<file path="src/rtl/mm_sequencer.sv">
// -----------------------------------------------------------------------------
// mm_sequencer
//
// Central phase sequencer for the matrix-multiply datapath. It walks the
// datapath through four phases:
//   1. input loading          (input_load_en high until the loader reports done)
//   2. per-element compute    (alu_en high until the ALU pulses alu_done)
//   3. result write-back      (one-cycle active-low web strobe at ram_addr)
//   4. host readout           (ry high, ram_addr advances on each read_n low)
// Phases 2 and 3 repeat N_OUT times before readout starts. A one-cycle
// finish pulse closes the run and the sequencer returns to idle.
//
// Every output is a register loaded from a decode of the *next* state. The
// outputs therefore line up with the state they describe, one clock after
// the input that caused the transition, and they are glitch-free.
//
// Parameters
//   N_OUT   number of result elements per run (>= 2)
//   ADDR_W  result-SRAM address width, 2**ADDR_W >= N_OUT
//
// Ports
//   clk            in   system clock, rising edge
//   rst            in   asynchronous reset, active low
//   start_in       in   run request, honoured only when idle
//   xload_done     in   input loader finished, honoured only while loading
//   alu_done       in   current result valid, honoured only while computing
//   read_n         in   host read request (active low), honoured only in readout
//   input_load_en  out  enables X input loading
//   alu_en         out  enables the ALU for the current element
//   web            out  result-SRAM write enable, active low
//   ram_addr       out  result-SRAM address (write address, then read address)
//   ry             out  results available for readout
//   finish         out  one-cycle pulse when readout completes
//   busy           out  high whenever the sequencer is not idle
// -----------------------------------------------------------------------------
module mm_sequencer #(
  parameter int N_OUT  = 16,
  parameter int ADDR_W = 4
) (
  input  logic              clk,
  input  logic              rst,
  input  logic              start_in,
  input  logic              xload_done,
  input  logic              alu_done,
  input  logic              read_n,
  output logic              input_load_en,
  output logic              alu_en,
  output logic              web,
  output logic [ADDR_W-1:0] ram_addr,
  output logic              ry,
  output logic              finish,
  output logic              busy
);

  typedef enum logic [2:0] {
    S_IDLE    = 3'd0,
    S_LOAD    = 3'd1,
    S_COMPUTE = 3'd2,
    S_WRITE   = 3'd3,
    S_READOUT = 3'd4,
    S_DONE    = 3'd5
  } state_t;

  // Terminal element index; the counter is compared against this before it
  // is incremented so it never wraps.
  localparam logic [ADDR_W-1:0] CNT_LAST = ADDR_W'(N_OUT - 1);
  localparam logic [ADDR_W-1:0] CNT_ONE  = ADDR_W'(1);

  state_t            state_q, state_d;
  logic [ADDR_W-1:0] cnt_q, cnt_d;

  logic              input_load_en_q, input_load_en_d;
  logic              alu_en_q, alu_en_d;
  logic              web_q, web_d;
  logic [ADDR_W-1:0] ram_addr_q, ram_addr_d;
  logic              ry_q, ry_d;
  logic              finish_q, finish_d;
  logic              busy_q, busy_d;

  // ---------------------------------------------------------------------------
  // State, counter and output registers. Reset forces idle immediately, which
  // also deasserts web so no write can be issued once reset is seen.
  // ---------------------------------------------------------------------------
  always_ff @(posedge clk or negedge rst) begin
    if (!rst) begin
      state_q         <= S_IDLE;
      cnt_q           <= '0;
      input_load_en_q <= 1'b0;
      alu_en_q        <= 1'b0;
      web_q           <= 1'b1;
      ram_addr_q      <= '0;
      ry_q            <= 1'b0;
      finish_q        <= 1'b0;
      busy_q          <= 1'b0;
    end else begin
      state_q         <= state_d;
      cnt_q           <= cnt_d;
      input_load_en_q <= input_load_en_d;
      alu_en_q        <= alu_en_d;
      web_q           <= web_d;
      ram_addr_q      <= ram_addr_d;
      ry_q            <= ry_d;
      finish_q        <= finish_d;
      busy_q          <= busy_d;
    end
  end

  // ---------------------------------------------------------------------------
  // Next-state and element counter. Each state looks only at its own input;
  // anything else arriving in that state is ignored. In COMPUTE only alu_done
  // is examined, so a coincident xload_done has no effect.
  // ---------------------------------------------------------------------------
  always_comb begin
    state_d = state_q;
    cnt_d   = cnt_q;

    unique case (state_q)
      S_IDLE: begin
        if (start_in) begin
          state_d = S_LOAD;
          cnt_d   = '0;
        end
      end

      S_LOAD: begin
        if (xload_done) begin
          state_d = S_COMPUTE;
        end
      end

      S_COMPUTE: begin
        if (alu_done) begin
          state_d = S_WRITE;
        end
      end

      // Write-back always lasts a single cycle.
      S_WRITE: begin
        if (cnt_q == CNT_LAST) begin
          state_d = S_READOUT;
          cnt_d   = '0;
        end else begin
          state_d = S_COMPUTE;
          cnt_d   = cnt_q + CNT_ONE;
        end
      end

      // The host may pause for any number of cycles by holding read_n high.
      S_READOUT: begin
        if (!read_n) begin
          if (cnt_q == CNT_LAST) begin
            state_d = S_DONE;
          end else begin
            cnt_d = cnt_q + CNT_ONE;
          end
        end
      end

      S_DONE: begin
        state_d = S_IDLE;
        cnt_d   = '0;
      end

      default: begin
        state_d = S_IDLE;
        cnt_d   = '0;
      end
    endcase
  end

  // ---------------------------------------------------------------------------
  // Output decode from the next state, so the registered outputs describe the
  // state the sequencer is entering. ram_addr follows the counter only while
  // it is meaningful (write-back and readout) and rests at zero otherwise.
  // ---------------------------------------------------------------------------
  always_comb begin
    input_load_en_d = 1'b0;
    alu_en_d        = 1'b0;
    web_d           = 1'b1;
    ram_addr_d      = '0;
    ry_d            = 1'b0;
    finish_d        = 1'b0;
    busy_d          = (state_d != S_IDLE);

    unique case (state_d)
      S_LOAD:    input_load_en_d = 1'b1;
      S_COMPUTE: alu_en_d        = 1'b1;
      S_WRITE: begin
        web_d      = 1'b0;
        ram_addr_d = cnt_d;
      end
      S_READOUT: begin
        ry_d       = 1'b1;
        ram_addr_d = cnt_d;
      end
      S_DONE:    finish_d        = 1'b1;
      default: begin
        input_load_en_d = 1'b0;
      end
    endcase
  end

  assign input_load_en = input_load_en_q;
  assign alu_en        = alu_en_q;
  assign web           = web_q;
  assign ram_addr      = ram_addr_q;
  assign ry            = ry_q;
  assign finish        = finish_q;
  assign busy          = busy_q;

endmodule

</file>
<file path="config.mk">
export PLATFORM = sky130hd
export DESIGN_NAME = mm_sequencer
export DESIGN_NICKNAME = d
export VERILOG_FILES = /design/src/rtl/mm_sequencer.sv
export SDC_FILE = /design/constraint.sdc
export NUM_CORES = 1
export LEC_CHECK = 0
export ABC_AREA = 0
export BUFFER_PORTS_ARGS = -buffer_cell sky130_fd_sc_hd__buf_4
export CORE_AREA = 2 2 42 44
export CTS_CLUSTER_DIAMETER = 60
export CTS_CLUSTER_SIZE = 12
export DETAILED_ROUTE_END_ITERATION = 8
export DIE_AREA = 0 0 44 46
export GPL_TIMING_DRIVEN = 0
export PLACE_DENSITY = 0.81
export SLEW_MARGIN = 20
export SYNTH_ARGS = -nofsm -noshare
export SYNTH_HDL_FRONTEND = slang
export SYNTH_SLANG_ARGS = --single-unit
</file>
<file path="constraint.sdc">
create_clock -name clk -period 4.05 [get_ports clk]
set_input_delay 0.81 -clock clk [delete_from_list [all_inputs] [get_ports clk]]
set_output_delay 0.81 -clock clk [all_outputs]
set_load 0.05 [all_outputs]
</file>
After elaboration in Yosys (flattened, before gate mapping) --
Index checks and enable logic that the tools add are counted.
Operators by class: add/subtract/negate cells 1, eq/ne operators 10, multiplexer cells 18, reductions and logical operators 4
Operator list (number):
- 2-to-1 mux 4 bit | 5
- 2-to-1 mux 3 bit | 6
- one-hot mux 4 bit (4 select lines) | 1
- one-hot mux 3 bit (5 select lines) | 1
- equality test 3 x 2 -> 1 bit, second input constant | 4
- equality test 3 bit, second input constant | 3
- equality test 3 x 1 -> 1 bit, second input constant | 2
- 2-to-1 mux 1 bit | 5
- adder 4 x 1 -> 4 bit, second input constant | 1
- equality test 4 bit, second input constant | 1
- OR reduction 2 bit | 2
- logical NOT 3 bit | 1
- nonzero test 3 bit | 1
Storage, ports and cells: flip-flop bits (word level) 17, input bits 6

Depth between registers and ports, before layout --
depth after elaboration 7, depth in mapped cells 7, mapped depth without buffers 7

Least setup slack after synthesis --
Ideal clock, no wire load.
path type reg2reg, start register cnt_q[0], end register ram_addr_q[0] (netlist: ram_addr[0]), setup time 0.064 ns, arrival 1.607 ns, data required time 3.986 ns, setup slack 2.379 ns, stages on the path, launching flop included 8, buffers on the path 0, cells stage by stage dfrtp_1 > ha_1 > and3_1 > inv_1 > ha_1 > nor3_1 > a221o_1 > o21a_1
Between the ends: elaborated cells on any way between the ends 15, those cells by class add/sub (1); eq/ne (3); mux (10); reduce/logical (1)
RTL lines:
- start: declaration | RTL line 70 | logic [ADDR_W-1:0] cnt_q, cnt_d;
- start signal: assignment | RTL line 97 | cnt_q <= cnt_d;
- adder 4 x 1 -> 4 bit or equality test 4 bit (tied branches)
- 2-to-1 mux 4 bit | RTL line 151 | if (cnt_q == CNT_LAST) begin
- 2-to-1 mux 4 bit | RTL line 150 | if (!read_n) begin
- one-hot mux 4 bit (4 select lines) * | RTL line 117 | unique case (state_q)
- via cnt_d[0] | RTL line 70
- 2-to-1 mux 4 bit * | RTL line 185 | unique case (state_d)
- via ram_addr_d[0] | RTL line 75 | logic [ADDR_W-1:0] ram_addr_q, ram_addr_d;
- end signal: assignment | RTL line 101 | ram_addr_q <= ram_addr_d;
- end: declaration | RTL line 75
Mark *: on every way through the listed nets, which the timed path passes. The rest lies on a longest branch.

Worst setup path in the final report --
Ends and elaborated chain as after synthesis.

==> flow_metrics.tcl <==
set metrics [dict create \
    netlist_instances 76 \
    fin_tns_setup_ns 0 \
    syn_to_final_growth_pct 19.0 \
    max_freq_ghz 0.527 \
    grt.overflow.total 0 \
    syn_nets 84 \
    grt_pass1_vias 618 \
    final_antenna_net_count 0 \
    r2r-start "cnt_q[0]$_DFF_PN0_" \
    slew_violations 0 \
    power_density_nw_per_um2 502 \
    cp_common_cell "ha_1" \
    via_per_inst 5.71 \
    wl_per_cell_um 14.8 \
    grt_max_degree 18 \
    grt_pass1_wl_mm 2.62 \
    antenna_found_initial 0 \
    place_ws_ns 2.20 \
    power_leakage_nw 0.482 \
    switching_share_pct 38.6 \
    diodes 0 \
    synth_xor_area_share_pct 0 \
    port_buffers 15 \
    synth_common_cells "dfrtp_1, nor2_1, a21oi_1, inv_1" \
    crit_fanout 6 \
    timing.slew.headroom_pct 80.9 \
    synthArstFlopShare_pct 100 \
    crit_type "flip-flop to flip-flop" \
    rsz0062_at_grt "no" \
    drt_wl_total_mm 1.65 \
    drc_errors 0 \
    yosysTopAreaCellShare_pct 47.2 \
    cts_buffer_depth 2 \
    syn_area_per_cell_um2 11.2 \
    worstSetupEndpointType "flip-flop" \
    synth_cell_types 35 \
    synth_ff_type "dfrtp_1" \
    clock_sinks 17 \
    max_cap_violations 0 \
    reg2reg_to "ram_addr[0]$_DFF_PN0_" \
    cp_cell_sequence "ha_1, and3_1, inv_1, ha_1, nor3_1, a221o_1, o21a_1" \
    synthAdderAreaFrac_pct 2.95 \
    start_util_pct 52.6 \
    synth_top_family_by_area "simple AND/OR/NAND/NOR gates" \
    clkPwrFrac_pct 18.3 \
    hold_violations 0 \
    synth-edff-count 0 \
    final-setup-viol-count 0 \
    start_kind "flip-flop" \
    ff2ff_path_depth 7 \
    tightest_slew_ns 0.285 \
    hold_ws_ns 0.350 \
    first_pass_iters 4 \
    synth_mux_area_share_pct 0 \
    fp-row-count 15 \
    cts_resized 0 \
    cpPeakStageDelay_ns 0.43 \
    post_cts_buffers 0 \
    peakVddDrop_mv 0.392 \
    outcome "finished, final reports clean" \
    htreeDepth 1 \
    core_area_um2 1610 \
    netlist_area_um2 848 \
    post-route-period-util_pct 46.8 \
    fin_crit_ns 1.90 \
    cts_tree "built" \
    die_area_um2 2020 \
    place_congestion 0.833 \
    post-route-worst-setup-slack_ns 2.15 \
    yosysSeqAreaShare_pct 50.3 \
    r2r_slack_ns 2.15 \
    hold_class "primary input to async pin" \
    die_h_um 46 \
    ios 16 \
    power.internal_w 0.000311 \
    clk_pin_slew_ns 0.10 \
    cp_slowest_cell "dfrtp_1" \
    p_switching_w 0.000195 \
    yosys.area_share.simple_pct 21.8 \
    p_seq_share_pct 44.3 \
    fp.dieW_um 44 \
    clk_latency_ns 0.30 \
    root_buffer "clkbuf_4" \
    via_count 640 \
    track_usage_pct 17.9 \
    yosysMostFrequentCell "dfrtp_1" \
    power_frac_comb_pct 37.4 \
    synth_area_leaders "dfrtp_1, o22ai_2, nor2_1, dfstp_2, ha_1" \
    worstPathRequired_ns 4.29 \
    numCtsBuffers 3 \
    drt_iter0_drc 18 \
    ys_ff_latch 17 \
    drive_above_1_share_pct 36.8 \
    synth_top_area_cell "dfrtp_1" \
    final_nets 104 \
    cp.arrival_ns 2.14 \
    hold_buffers 0 \
    fin_skew_ns 0.00281 \
    synth_warnings 0 \
    place_hpwl_mm 1.16 \
    synth-compound-area-share_pct 19.0 \
]
## cell type report
| class | instances | area, µm² |
|---|---|---|
| Inverter | 4 | 15.0 |
| Timing Repair Buffer | 15 | 113 |
| Clock inverter | 1 | 5.00 |
| Multi-Input combinational cell | 51 | 372 |
| Clock buffer | 3 | 22.5 |
| Buffer | 4 | 35.0 |
| Tap cell | 17 | 21.3 |
| Fill cell | 141 | 604 |
| Sequential cell | 17 | 427 |
## cell usage in the layout, fill, tap and decap left out, types with 3 or more instances in the layout
master and n:
inv_1 4, dfrtp_1 16, buf_4 16, nor3_1 3
a21oi_1 4, clkbuf_4 3, nor2_1 9, o22ai_2 3
## power groups by stage
stage                     Combinational (W)  Sequential (W)  Clock [W]
final                              0.000189        0.000224  0.0000928
after global routing               0.000207        0.000229  0.0000949
after CTS                          0.000190        0.000224  0.0000917
after detailed placement           0.000190        0.000227          0
after global placement             0.000183        0.000226          0
after floorplan                   0.0000940        0.000270          0
## state kept, by name, summed over array words and instances, names as in the netlist
name / count
cnt_q: 4
ram_addr: 4
state_q: 3
alu_en: 1
busy: 1
finish: 1
input_load_en: 1
ry: 1
web: 1
## worst max-delay path by stage
| stage | start | to | cells after the start |
|---|---|---|---|
| 2_1_floorplan | cnt_q[0]$_DFF_PN0_ | ram_addr[0]$_DFF_PN0_ | 7 |
| 3_3_place_gp | start_in | ram_addr[0]$_DFF_PN0_ | 5 |
| 3_5_place_dp | start_in | ram_addr[0]$_DFF_PN0_ | 5 |
| 4_1_cts | cnt_q[0]$_DFF_PN0_ | ram_addr[0]$_DFF_PN0_ | 7 |
| 5_1_grt | cnt_q[0]$_DFF_PN0_ | ram_addr[0]$_DFF_PN0_ | 7 |
| 6_report | cnt_q[0]$_DFF_PN0_ | ram_addr[0]$_DFF_PN0_ | 7 |
## routing by layer
layer	GRT usage, %	vias up	share of wire [%]
li1	-	311	-
met1	19.9	306	44
met2	32.9	18	49
met3	2.78	5	5.0
met4	9.09	0	1.9
met5	0	-	0
## stage by stage
step | power (W) | std cells | instance area [µm²] | util (%)
after global routing | 0.000531 | 112 | 1010 | 62.6
after CTS | 0.000506 | 112 | 1010 | 62.6
after detailed placement | 0.000417 | 108 | 982 | 60.9
after global placement | 0.000408 | 108 | 982 | 60.9
final | 0.000507 | 112 | 1010 | 62.6
after floorplan | 0.000364 | 76 | 848 | -
## cell families after synthesis
logic type / after synthesis
AO/OA/AOI/OAI: 20
buffers and inverters: 8
flip-flops: 17
AND/OR/NAND/NOR: 29
adder cells (fa/ha/maj): 2
## worst max-delay path, delay by kind of cell, from the launching register on
family                   cells  cell delay (ns)
AO/OA/AOI/OAI                2             0.29
adder cells (fa/ha/maj)      2             0.55
buffers and inverters        1             0.19
AND/OR/NAND/NOR              2             0.39
flip-flops                   1             0.43
Power figures use the tool's default switching activity.
